--- config.mk ---
export PLATFORM = sky130hd
export DESIGN_NAME = cam_frame_gen
export DESIGN_NICKNAME = d
export VERILOG_FILES = /design/src/rtl/cam_pkg.sv /design/src/rtl/cam_pattern_gen.sv /design/src/rtl/cam_frame_gen.sv
export SDC_FILE = /design/constraint.sdc
export NUM_CORES = 1
export LEC_CHECK = 0
export ABC_AREA = 0
export CORE_MARGIN = 8
export CORE_UTILIZATION = 45
export CTS_CLUSTER_DIAMETER = 50
export DETAILED_ROUTE_END_ITERATION = 7
export GPL_TIMING_DRIVEN = 0
export PLACE_DENSITY = 0.74
export SYNTH_ARGS = -nofsm -noshare
export SYNTH_HDL_FRONTEND = slang
export SYNTH_HIERARCHICAL = 1
export SYNTH_SLANG_ARGS = --single-unit
--- constraint.sdc ---
create_clock -name PCLK -period 3.75 [get_ports PCLK]
set_input_delay 0.375 -clock PCLK [delete_from_list [all_inputs] [get_ports PCLK]]
set_output_delay 0.375 -clock PCLK [all_outputs]
set_load 0.02 [all_outputs]
--- src/rtl/cam_pkg.sv ---
// Shared encodings and geometry helpers for the synthetic camera source.
package cam_pkg;

  localparam logic [1:0] CAM_MODE_RAMP  = 2'd0;
  localparam logic [1:0] CAM_MODE_BARS  = 2'd1;
  localparam logic [1:0] CAM_MODE_FIXED = 2'd2;
  localparam logic [1:0] CAM_MODE_STAMP = 2'd3;

  // RGB565: white, yellow, cyan, green, magenta, red, blue, black
  localparam logic [15:0] CAM_BAR_COLOR [8] = '{
    16'hFFFF, 16'hFFE0, 16'h07FF, 16'h07E0,
    16'hF81F, 16'hF800, 16'h001F, 16'h0000
  };

  function automatic int LINE_T(input int hActive, input int bpp, input int hBlank);
    return hActive * bpp + hBlank;
  endfunction

  function automatic int FRAME_L(input int vSync, input int vBack, input int vActive,
                                 input int vFront);
    return vSync + vBack + vActive + vFront;
  endfunction

endpackage

--- src/rtl/cam_pattern_gen.sv ---
// Combinational test-pattern byte generator: pixel position and mode in, one
// output byte out. Multi-byte pixels are emitted MSB first.
module cam_pattern_gen
  import cam_pkg::*;
#(
  parameter int DW       = 8,
  parameter int H_ACTIVE = 640,
  parameter int BPP      = 2,
  parameter int FCW      = 16
) (
  input  logic [31:0]    x,
  input  logic [1:0]     b,
  input  logic [31:0]    y,
  input  logic [1:0]     mode,
  input  logic [15:0]    fixedPx,
  input  logic [FCW-1:0] frameCnt,
  output logic [DW-1:0]  data
);

  logic [31:0] rampVal;
  logic [31:0] barIdx;
  logic [2:0]  bar;
  logic [15:0] pixWord;
  logic [7:0]  pixByte;

  always_comb begin
    rampVal = x * BPP + {30'd0, b} + y;
    barIdx  = x * 8 / H_ACTIVE;
    bar     = (barIdx > 32'd7) ? 3'd7 : 3'(barIdx);
    case (mode)
      CAM_MODE_BARS:  pixWord = CAM_BAR_COLOR[bar];
      CAM_MODE_FIXED: pixWord = fixedPx;
      CAM_MODE_STAMP: pixWord = (x == 32'd0) ? 16'(frameCnt) : y[15:0];
      default:        pixWord = 16'd0;
    endcase
    // Only a 16-bit word exists for these modes; bytes past the second are zero.
    case (b)
      2'd0:    pixByte = pixWord[15:8];
      2'd1:    pixByte = pixWord[7:0];
      default: pixByte = 8'd0;
    endcase
    data = (mode == CAM_MODE_RAMP) ? DW'(rampVal) : DW'(pixByte);
  end

endmodule

--- src/rtl/cam_frame_gen.sv ---
// Synthetic OV-style camera source: frame FSM, h/v counters and registered
// VSYNC/HREF/DATA outputs with start/stop, one-shot and frame counting.
module cam_frame_gen
  import cam_pkg::*;
#(
  parameter int DW       = 8,
  parameter int H_ACTIVE = 640,
  parameter int BPP      = 2,
  parameter int H_BLANK  = 144,
  parameter int V_SYNC   = 3,
  parameter int V_BACK   = 17,
  parameter int V_ACTIVE = 480,
  parameter int V_FRONT  = 10,
  parameter int FCW      = 16
) (
  input  logic           PCLK,
  input  logic           reset_n,
  input  logic           enable,
  input  logic           single,
  input  logic [1:0]     mode,
  input  logic [15:0]    fixed_px,
  output logic           VSYNC,
  output logic           HREF,
  output logic [DW-1:0]  DATA,
  output logic           busy,
  output logic           frame_done,
  output logic [FCW-1:0] frame_cnt,
  output logic           stateDbg
);

  localparam int LT          = LINE_T(H_ACTIVE, BPP, H_BLANK);
  localparam int FL          = FRAME_L(V_SYNC, V_BACK, V_ACTIVE, V_FRONT);
  localparam int HW          = (LT > 1) ? $clog2(LT) : 1;
  localparam int VW          = (FL > 1) ? $clog2(FL) : 1;
  localparam int ACT_BYTES   = H_ACTIVE * BPP;
  localparam int V_ACT_START = V_SYNC + V_BACK;
  localparam int V_ACT_END   = V_ACT_START + V_ACTIVE;

  localparam logic [0:0] ST_IDLE = 1'b0;
  localparam logic [0:0] ST_RUN  = 1'b1;

  logic [0:0]    state;
  logic          armed;
  logic [HW-1:0] hcnt;
  logic [VW-1:0] vcnt;
  logic [1:0]    modeLat;
  logic [15:0]   fixedLat;

  logic [31:0]   hc32, vc32, pixX, pixY;
  logic [1:0]    pixB;
  logic          lastH, lastV, vsyncNext, hrefNext;
  logic [DW-1:0] patByte;

  assign stateDbg = state;

  always_comb begin
    hc32      = 32'(hcnt);
    vc32      = 32'(vcnt);
    lastH     = (hc32 == LT - 1);
    lastV     = (vc32 == FL - 1);
    vsyncNext = (vc32 < V_SYNC);
    hrefNext  = (hc32 < ACT_BYTES) && (vc32 >= V_ACT_START) && (vc32 < V_ACT_END);
    pixX      = hc32 / BPP;
    pixB      = 2'(hc32 % BPP);
    pixY      = vc32 - V_ACT_START;
  end

  cam_pattern_gen #(
    .DW(DW), .H_ACTIVE(H_ACTIVE), .BPP(BPP), .FCW(FCW)
  ) uPattern (
    .x(pixX), .b(pixB), .y(pixY), .mode(modeLat), .fixedPx(fixedLat),
    .frameCnt(frame_cnt), .data(patByte)
  );

  always_ff @(posedge PCLK) begin
    if (!reset_n) begin
      state      <= ST_IDLE;
      armed      <= 1'b1;
      hcnt       <= '0;
      vcnt       <= '0;
      modeLat    <= CAM_MODE_RAMP;
      fixedLat   <= '0;
      VSYNC      <= 1'b0;
      HREF       <= 1'b0;
      DATA       <= '0;
      busy       <= 1'b0;
      frame_done <= 1'b0;
      frame_cnt  <= '0;
    end else begin
      frame_done <= 1'b0;
      case (state)
        ST_IDLE: begin
          VSYNC <= 1'b0;
          HREF  <= 1'b0;
          DATA  <= '0;
          // Re-arm after a one-shot only once the requester lets go of enable.
          if (!enable) armed <= 1'b1;
          if (enable && armed) begin
            state    <= ST_RUN;
            hcnt     <= '0;
            vcnt     <= '0;
            busy     <= 1'b1;
            modeLat  <= mode;
            fixedLat <= fixed_px;
          end else begin
            busy <= 1'b0;
          end
        end
        ST_RUN: begin
          VSYNC <= vsyncNext;
          HREF  <= hrefNext;
          DATA  <= hrefNext ? patByte : '0;
          if (lastH && lastV) begin
            frame_done <= 1'b1;
            frame_cnt  <= frame_cnt + FCW'(1);
            hcnt       <= '0;
            vcnt       <= '0;
            if (single) armed <= 1'b0;
            // Continuous run restarts on the very next cycle with fresh settings.
            if (enable && !single) begin
              modeLat  <= mode;
              fixedLat <= fixed_px;
            end else begin
              state <= ST_IDLE;
            end
          end else if (lastH) begin
            hcnt <= '0;
            vcnt <= vcnt + VW'(1);
          end else begin
            hcnt <= hcnt + HW'(1);
          end
        end
        default: state <= ST_IDLE;
      endcase
    end
  end

endmodule

==> flow_summary_export.csv, run 1 <==
group,metric,value,unit
min_path,hold_start,"fixedLat[10]",
synthesis,synth.cell_area,7240,µm²
detailed_routing,wl_met3,1330,µm
synthesis,synth_seq_cells,68,
power_and_ir_drop,p_switching,1.26,mW
die,core-area,15800,µm²
worst_setup_path,path_buf_inv,0,
die,dieArea,20400,µm²
detailed_routing,antenna_left,0,
detailed_routing,drt-wirelength-per-cell,15.6,µm
detailed_routing,drc,0,
power_and_ir_drop,power_leakage,3.06,nW
detailed_routing,wl_met2,10100,µm
timing,post-route-period-util,92.9,%
clock_network,clock_latency,330,ps
clock_network,clk_pin_slew,60,ps
job,cap_viol_max_count,0,
layout,fill_cells,1501,
min_path,whs_path_depth,2,
worst_setup_path,timing.rr.start,"modeLat[0]",
worst_setup_path,crit_family,"simple AND/OR/NAND/NOR gates",
min_path,min_path_type,"flip-flop to flip-flop",
worst_setup_path,critPathMaxFanout,9,
die,die_y,143,µm
synthesis,synthDistinctLibCells,105,
timing,max_freq,287,MHz
clock_network,root_buffer,"clkbuf_16",
power_and_ir_drop,power,3.18,mW
synthesis,synth_compound_area_share,31.2,%
synthesis,yosysTopAreaCellShare,18.8,%
worst_setup_path,cp_num_cells,15,
placed_design,io_buffers,49,
synthesis,syn_inst,987,
clock_network,post_cts_buffers,0,
synthesis,synthTopCellsByArea,"dfxtp_1, nand2_1, mux2i_1, a21oi_1, nor2_1",
clock_network,clock-sinks,68,
worst_setup_path,path_class,"flip-flop to flip-flop",
worst_setup_path,reg2regPathDepth,15,
run_status,outcome,"completed",
synthesis,synthXorXnorAreaFrac,3.51,%
synthesis,yosys.area.top_type,"dfxtp_1",
power_and_ir_drop,powerDensity,368,nW/µm²
grt,grt_antenna_before_repair,0,
layout,n_antenna_cell,0,
timing,fin_crit,3480,ps
timing,grt_setup_unrepaired,"no",
power_and_ir_drop,power.share.clock,28.4,%
power_and_ir_drop,swShare,39.6,%
synthesis,synthMuxAreaShare,6.20,%
timing,slew_viol_final,0,
synthesis,synth.most_common_cell,"nand2_1",
power_and_ir_drop,p_int,1.92,mW
timing,setup_viol,0,
layout,postLayoutCoreUtil,54.6,%
die,io_pins,51,
grt,grt-ovfl-total,0,
detailed_routing,routed_wl,21100,µm
grt,grt_first_pass_wirelength,34200,µm
clock_network,cts_made_buffers,9,
placed_design,hpwl,15800,µm
synthesis,yosysSeqAreaShare,18.8,%
power_and_ir_drop,peakVddDrop,0.188,mV
timing,tightest_slew,888,ps
die,core.rowCount,46,
power_and_ir_drop,p_seq_share,23.9,%
layout,nNetsFinal,1176,
synthesis,synthSimpleGateAreaFrac,29.3,%
synthesis,synth_edf_count,0,
worst_setup_path,cp.arrival,3760,ps
synthesis,ys_warn_count,6,
clock_network,htreeDepth,3,
synthesis,synth_top_family_by_area,"compound AO/OA/AOI/OAI gates",
timing,maxSlewHeadroom,40.4,%
worst_setup_path,rr_endpoint,"DATA[3]",
worst_setup_path,start_kind,"flip-flop",
timing,finalHoldViolCount,0,
worst_setup_path,crit_start,"modeLat[0]",
detailed_routing,drt-met1-wl,9310,µm
min_path,hold_path_end,"fixedLat[10]",
worst_setup_path,worstPathRequired,4020,ps
detailed_routing,first_pass_iters,5,
worst_setup_path,cpPeakStageDelay,430,ps
synthesis,syn_avg_cell_area,7.33,µm²
detailed_routing,vias_per_cell,5.92,
placed_design,place_congestion,0.933,
worst_setup_path,critPathMostFrequentCell,"o2111ai_1",
worst_setup_path,cp_cell_sequence,"nor4b_1, nand2_1, nor2_1, o211ai_1, nor3_1, o2111ai_1, nor4_1, o2111ai_1, nor4_1, o2111ai_1, nor4_4, o221ai_4, a21oi_1, o31a_1, and2_1",
worst_setup_path,slowest_stage,"nor4_4",
detailed_routing,highest_layer,"met4",
synthesis,synthTopCellsByCount,"nand2_1, nor2_1, dfxtp_1, a21oi_1, nor3_1",
grt,grtUsageTotal,20.1,%
detailed_routing,drtIter0Drc,770,
clock_network,cts_tree,"yes",
synthesis,synth-main-ff-cell,"dfxtp_1",
grt,grt_start_max_net_pins,14,
grt,grt_pass1_vias,7255,
layout,drive_gt1_share,8.27,%
clock_network,clk_path_buf_depth,2,
die,die_width,143,µm
layout,area_growth,19.4,%
synthesis,synthAdderAreaFrac,4.44,%
synthesis,ys_async_sr_fraction,0,%
worst_setup_path,endpoint_kind,"flip-flop",
power_and_ir_drop,comb_power_share,47.8,%
timing,finClkSkew,6.76,ps
detailed_routing,detailroute.via_count,8005,
die,start_util,45.7,%
worst_setup_path,r2r_slack,270,ps
[placed cells by master (no fill, tap or decap), types with 20 or more instances in the layout]
master / instances
a21oi_1: 67
clkbuf_1: 39
clkdlybuf4s50_1: 49
conb_1: 87
dfxtp_1: 67
ha_1: 20
inv_1: 31
mux2i_1: 37
nand2_1: 106
nand3_1: 42
nor2_1: 88
nor3_1: 45
o211ai_1: 24
o21ai_0: 44
xnor2_1: 28
[cell families after synthesis]
| group | Yosys count |
|---|---|
| AND/OR/NAND/NOR | 411 |
| AO/OA/AOI/OAI | 307 |
| buffers and inverters | 102 |
| flip-flops | 68 |
| multiplexers | 44 |
| XOR/XNOR | 29 |
| adder cells (fa/ha/maj) | 25 |
| other | 1 |
[state kept, by name, indices dropped and copies added, names as in the netlist]
register    flops
fixedLat       16
frame_cnt      16
hcnt           11
vcnt            9
DATA            8
modeLat         2
HREF            1
VSYNC           1
armed           1
busy            1
frame_done      1
stateDbg        1
[worst register-to-register path, delay by kind of cell (launching register included)]
kind | cells | cell delay [ps]
compound gates | 7 | 1350
flops | 1 | 420
simple gates | 8 | 1670
[power groups by stage]
| stage | Sequential (mW) | Clock [mW] | Combinational, mW |
|---|---|---|---|
| 2_1_floorplan | 0.769 | 0 | 1.19 |
| 3_3_place_gp | 0.772 | 0 | 1.29 |
| 3_5_place_dp | 0.772 | 0 | 1.29 |
| 4_1_cts | 0.756 | 0.914 | 1.30 |
| 5_1_grt | 0.760 | 0.944 | 1.65 |
| 6_report | 0.758 | 0.902 | 1.52 |
[area by class of cell]
class                   instances  area, µm²  share of cell area, %
plain buffers                  66        337                   3.89
clock buffers                  10        229                   2.65
clock inverters                 5       77.6                  0.897
inverters                      35        131                   1.52
multi-input cells             903       5750                   66.5
flip-flops and latches         68       1360                   15.8
well taps                     216        270                   3.13
repair buffers                 49        490                   5.67
[worst max-delay path by stage]
stage	slack (ps)	to
finish	270	DATA[3]
CTS	1	DATA[3]
floorplan	700	DATA[3]
detailed placement	-60	DATA[5]
global route	30	DATA[3]
global placement	30	DATA[3]
[what timing repair did]
item / 4_1_cts / 5_1_grt
hold buffers: 0 / 0
gates resized for setup: 2 / 5
setup endpoints to repair: 2 / 7
[routing by layer]
metal / vias to the layer above / GRT usage, %
met5: - / 0
li1: 3943 / -
met3: 37 / 3.21
met1: 3706 / 25.4
met4: 0 / 6.26
met2: 319 / 34.0
[per-stage QoR]
stage / area [µm²] / TNS [ps] / cells / hold slack [ps] / setup slack (ps)
4_1_cts: 8630 / 0 / 1353 / 460 / 0.989
6_report: 8640 / 0 / 1352 / 461 / 265
5_1_grt: 8640 / 0 / 1352 / 464 / 29.1
3_3_place_gp: 8320 / 0 / 1338 / 444 / 29.6
2_1_floorplan: 7560 / 0 / 1073 / 434 / 701
3_5_place_dp: 8320 / -60.5 / 1338 / 452 / -60.5
Note: power is estimated with default switching activity, not from simulation.
==> inputs of run 2 (changes only) <==
--- a/config.mk
+++ b/config.mk
@@ -7,11 +7,11 @@
 export LEC_CHECK = 0
 export ABC_AREA = 0
 export CORE_MARGIN = 8
-export CORE_UTILIZATION = 45
+export CORE_UTILIZATION = 57
 export CTS_CLUSTER_DIAMETER = 50
 export DETAILED_ROUTE_END_ITERATION = 7
 export GPL_TIMING_DRIVEN = 0
-export PLACE_DENSITY = 0.74
+export PLACE_DENSITY = 0.88
 export SYNTH_ARGS = -nofsm -noshare
 export SYNTH_HDL_FRONTEND = slang
 export SYNTH_HIERARCHICAL = 1
==> run 2 against run 1 <==
  * Sequential share of layout area rose by 0.085 points
  * First-iteration DRC count rose by 39%
  * Largest power group unchanged
  * Hold slack improved by 11 ps
==> flow_summary_export.csv, run 2 (synthesized netlist as in run 1, its figures left out) <==
group,metric,value,unit
detailed_routing,detailroute.via_count,8378,
die,io_pins,51,
clock_network,clock_latency,330,ps
worst_setup_path,critPathMaxFanout,9,
detailed_routing,vias_per_cell,6.40,
timing,finalHoldViolCount,0,
placed_design,place_area,8270,µm²
grt,grt-ovfl-total,0,
timing,setup_tns,0,ps
power_and_ir_drop,power_leakage,3.06,nW
worst_setup_path,endpoint_kind,"flip-flop",
timing,max_freq,288,MHz
layout,area_growth,18.8,%
clock_network,clk_path_buf_depth,2,
detailed_routing,drc,0,
grt,grt_antenna_before_repair,0,
detailed_routing,first_pass_iters,8,
clock_network,cts_made_buffers,9,
timing,tightest_slew,894,ps
grt,grt_first_pass_wirelength,35100,µm
die,dieArea,16600,µm²
timing,grt_setup_unrepaired,"no",
placed_design,io_buffers,49,
detailed_routing,drt-wirelength-per-cell,16.4,µm
worst_setup_path,path_class,"flip-flop to flip-flop",
placed_design,place_congestion,1.00,
run_status,outcome,"completed",
detailed_routing,drtIter0Drc,1068,
clock_network,clock-sinks,68,
clock_network,htreeDepth,3,
job,cap_viol_max_count,0,
layout,layout_commonest_cell,"nand2_1",
layout,nNetsFinal,1176,
layout,n_antenna_cell,0,
grt,grtUsageTotal,25.1,%
detailed_routing,antenna_left,0,
timing,maxSlewHeadroom,39.9,%
min_path,min_path_type,"flip-flop to flip-flop",
clock_network,clk_pin_slew,60,ps
worst_setup_path,worstPathRequired,4030,ps
worst_setup_path,start_kind,"flip-flop",
timing,finClkSkew,12.5,ps
die,start_util,57.8,%
layout,largestRegisters,"fixedLat x16, frame_cnt x16, hcnt x11",
die,core-area,12500,µm²
layout,final_area,8600,µm²
timing,slew_viol_final,0,
timing,setup_viol,0,
worst_setup_path,cp.arrival,3750,ps
clock_network,cts_tree,"yes",
die,core.rowCount,41,
grt,grt_pass1_vias,7558,
die,die_y,129,µm
clock_network,root_buffer,"clkbuf_16",
power_and_ir_drop,peakVddDrop,0.258,mV
placed_design,hpwl,15600,µm
die,die_width,129,µm
timing,post-route-period-util,92.5,%
layout,final_cell_mix,"nand2_1, nor2_1, conb_1, dfxtp_1, a21oi_1",
grt,grt_start_max_net_pins,14,
power_and_ir_drop,powerDensity,373,nW/µm²
layout,drive_gt1_share,8.36,%
timing,fin_crit,3470,ps
detailed_routing,routed_wl,21500,µm
run 2: changes by cell type in the layout (fill, tap and decap cells not counted):
| cell | change |
|---|---|
| clkinv_2 | -2 |
| clkbuf_8 | +1 |
| clkinvlp_4 | +1 |
| o311ai_1 | -1 |
| inv_6 | +1 |
| o221ai_2 | +1 |
| o221ai_4 | -1 |
| o311ai_0 | +1 |
run 2: critical path, stage by stage (launching register included):
cell and delay, ps:
dfxtp_2 420, nor4b_1 260, nand2_1 110, nor2_1 90, o211ai_1 110, nor3_1 170, o2111ai_1 170, nor4_1 240
o2111ai_1 150, nor4_1 250, o2111ai_1 270, nor4_4 380, o221ai_2 260, a211o_1 350, nand2_1 70, and2_1 110
run 2: routing by layer:
metal  GRT usage, %  share of wire (%)
met3           3.68                8.0
met5              0                  0
met4           9.61                3.7
met1           32.3                 42
met2           41.3                 46
run 2: timing repair:
action,in CTS,in global routing
setup endpoints to repair,4,8
resized for setup,2,3
setup buffers,0,0
hold buffers,0,0
endpoints found under the hold margin,0,0
pin swaps,0,0
run 2: report_power, final:
| group | internal (mW) | switching, mW | total [mW] |
|---|---|---|---|
| clock network | 0.603 | 0.337 | 0.940 |
| registers | 0.740 | 0.0178 | 0.758 |
| logic | 0.600 | 0.907 | 1.51 |
| total | 1.94 | 1.26 | 3.21 |
run 2: worst paths after layout:
kind	startpoint	depth (start not counted)	slack, ps	end
setup / recovery	modeLat[0]	15	280	DATA[2]
hold / removal	fixedLat[11]	2	470	fixedLat[11]
setup reg to reg	modeLat[0]	15	280	DATA[2]
hold reg to reg	fixedLat[11]	2	470	fixedLat[11]
run 2: metrics by stage:
| stage | total power, mW | worst slack [ps] | hold slack (ps) | utilization (%) | cells |
|---|---|---|---|---|---|
| finish | 3.21 | 282 | 472 | 68.7 | 1309 |
| global route | 3.37 | 45.4 | 485 | 68.7 | 1309 |
| CTS | 2.99 | 88.6 | 465 | 68.7 | 1310 |
| detailed placement | 2.07 | 3.68 | 455 | 66.1 | 1294 |
| global placement | 2.06 | 125 | 447 | 66.1 | 1294 |
| floorplan | 1.96 | 701 | 434 | - | 1073 |
run 2: cell type report:
type / instances / area (µm²)
fillers: 1028 / 3920
inverters: 35 / 131
clock buffers: 11 / 243
flip-flops and latches: 68 / 1360
repair buffers: 49 / 490
well taps: 172 / 215
clock inverters: 5 / 83.8
plain buffers: 66 / 337
multi-input cells: 903 / 5740
==> inputs of run 3 (changes only) <==
--- a/config.mk
+++ b/config.mk
@@ -8,10 +8,12 @@
 export ABC_AREA = 0
 export CORE_MARGIN = 8
 export CORE_UTILIZATION = 57
+export CTS_BUF_LIST = sky130_fd_sc_hd__clkbuf_16
 export CTS_CLUSTER_DIAMETER = 50
 export DETAILED_ROUTE_END_ITERATION = 7
 export GPL_TIMING_DRIVEN = 0
 export PLACE_DENSITY = 0.88
+export SLEW_MARGIN = 30
 export SYNTH_ARGS = -nofsm -noshare
 export SYNTH_HDL_FRONTEND = slang
 export SYNTH_HIERARCHICAL = 1
==> run 3 against run 2 <==
  * Hold slack lost 2.7 ps
  * Flip-flop and latch count is the same
  * Critical endpoint unchanged
  * Non-clock buffer count is the same
  * Die area unchanged
  * Combinational power about the same
  * Sequential power is essentially flat
  * Final cell count stayed put
  * First-iteration DRC count grew 5.5%
  * Clock power decreased by 2.9%
  * Critical path type unchanged
  * Register-to-register slack gained 30 ps
==> flow_summary_export.csv, run 3 (synthesized netlist as in run 1, its figures left out) <==
group,metric,value,unit
worst_setup_path,r2r_slack,320,ps
timing,finClkSkew,11.2,ps
worst_setup_path,critPathMaxFanout,9,
die,die_width,129,µm
timing,finalHoldViolCount,0,
clock_network,clock-sinks,68,
timing,post-route-period-util,91.6,%
layout,drive_gt1_share,8.27,%
detailed_routing,highest_layer,"met4",
detailed_routing,antenna_left,0,
grt,grt_pass1_vias,7466,
clock_network,htreeDepth,3,
clock_network,clk_pin_slew,60,ps
detailed_routing,vias_per_cell,6.35,
detailed_routing,wl_met3,1700,µm
die,start_util,57.8,%
detailed_routing,first_pass_iters,6,
worst_setup_path,crit_start,"modeLat[0]",
grt,grt_first_pass_wirelength,34700,µm
timing,grt_setup_unrepaired,"no",
placed_design,place_congestion,1.00,
die,io_pins,51,
timing,tightest_slew,926,ps
run_status,outcome,"completed",
worst_setup_path,worstPathRequired,4030,ps
worst_setup_path,path_class,"flip-flop to flip-flop",
detailed_routing,drt-wirelength-per-cell,16.3,µm
timing,slew_viol_final,0,
clock_network,post_cts_buffers,0,
min_path,min_path_type,"flip-flop to flip-flop",
job,cap_viol_max_count,0,
clock_network,clock_latency,330,ps
timing,fin_ws,315,ps
grt,grtUsageTotal,24.8,%
grt,grt_antenna_before_repair,0,
power_and_ir_drop,power_leakage,3.06,nW
worst_setup_path,endpoint_kind,"flip-flop",
detailed_routing,routed_wl,21400,µm
layout,final_cell_mix,"nand2_1, nor2_1, conb_1, dfxtp_1, a21oi_1",
detailed_routing,wl_met2,9990,µm
worst_setup_path,timing.rr.start,"modeLat[0]",
layout,area_growth,18.6,%
power_and_ir_drop,peakVddDrop,0.233,mV
die,core.rowCount,41,
layout,n_antenna_cell,0,
detailed_routing,drc,0,
placed_design,place_area,8270,µm²
layout,final_area,8590,µm²
worst_setup_path,reg2regPathDepth,15,
timing,max_freq,291,MHz
detailed_routing,drtIter0Drc,1127,
clock_network,root_buffer,"clkbuf_16",
layout,layout_commonest_cell,"nand2_1",
clock_network,postCtsHoldBufs,0,
worst_setup_path,rr_endpoint,"DATA[2]",
clock_network,cts_tree,"yes",
timing,setup_viol,0,
power_and_ir_drop,power,3.18,mW
placed_design,dp_slack,3.68,ps
detailed_routing,detailroute.via_count,8310,
clock_network,clk_path_buf_depth,2,
placed_design,io_buffers,49,
clock_network,cts_made_buffers,9,
timing,fin_crit,3430,ps
worst_setup_path,crit_path_end,"DATA[2]",
detailed_routing,drt-met1-wl,9080,µm
die,dieArea,16600,µm²
grt,grt_start_max_net_pins,14,
worst_setup_path,cp.arrival,3710,ps
layout,largestRegisters,"fixedLat x16, frame_cnt x16, hcnt x11",
die,die_y,129,µm
placed_design,hpwl,15600,µm
timing,setup_tns,0,ps
grt,grt-ovfl-total,0,
power_and_ir_drop,powerDensity,371,nW/µm²
timing,maxSlewHeadroom,37.8,%
die,core-area,12500,µm²
worst_setup_path,start_kind,"flip-flop",
layout,nNetsFinal,1176,
-- run 3: cell types whose count changed in the layout (fill, tap and decap cells not counted), sizes merged --
cell,delta
inv,+1
clkinv,+1
clkbuf,-2
-- run 3: worst min-delay path by stage --
stage / start / to / slack, ps / depth (start not counted)
6_report: fixedLat[12] / fixedLat[12] / 470 / 2
5_1_grt: fixedLat[10] / fixedLat[10] / 480 / 2
4_1_cts: modeLat[0] / modeLat[0] / 470 / 2
3_5_place_dp: fixedLat[8] / fixedLat[8] / 460 / 2
3_3_place_gp: modeLat[0] / modeLat[0] / 450 / 2
2_1_floorplan: modeLat[0] / modeLat[0] / 430 / 2
-- run 3: final cells by class --
class / instances / area [µm²]
multi-input combinational: 903 / 5740
fill: 1026 / 3930
sequential: 68 / 1360
timing repair buffer: 49 / 490
buffer: 66 / 337
clock buffer: 9 / 225
tap: 172 / 215
inverter: 35 / 131
clock inverter: 7 / 91.3
-- run 3: through the flow --
stage,hold WS (ps),cells,utilization (%)
detailed placement,455,1294,66.1
global placement,447,1294,66.1
CTS,465,1310,68.6
global route,485,1309,68.6
finish,469,1309,68.6
floorplan,434,1073,-
-- run 3: worst max-delay path, stage by stage, from the launching register on --
cell       delay [ps]
dfxtp_2           420
nor4b_1           260
nand2_1           110
nor2_1            100
o211ai_1          110
nor3_1            170
o2111ai_1         170
nor4_1            240
o2111ai_1         150
nor4_1            250
o2111ai_1         260
nor4_4            370
o221ai_2          250
a211o_1           350
nand2_1            60
and2_1            100
-- run 3: where the power goes --
part	switching [mW]	total (mW)	internal, mW
sequential	0.0180	0.758	0.740
combinational	0.912	1.51	0.600
clock	0.333	0.913	0.580
-- run 3: layer usage --
metal  vias up  global-route usage, %
met3        70                   3.56
met2       457                   41.0
met5         -                      0
li1       3953                      -
met4         0                   8.91
met1      3830                   32.3
-- run 3: repair_timing --
item                       in CTS  in global routing
resized for setup               2                  3
gates cloned                    0                  0
pin swaps                       0                  0
setup endpoints to repair       3                  8
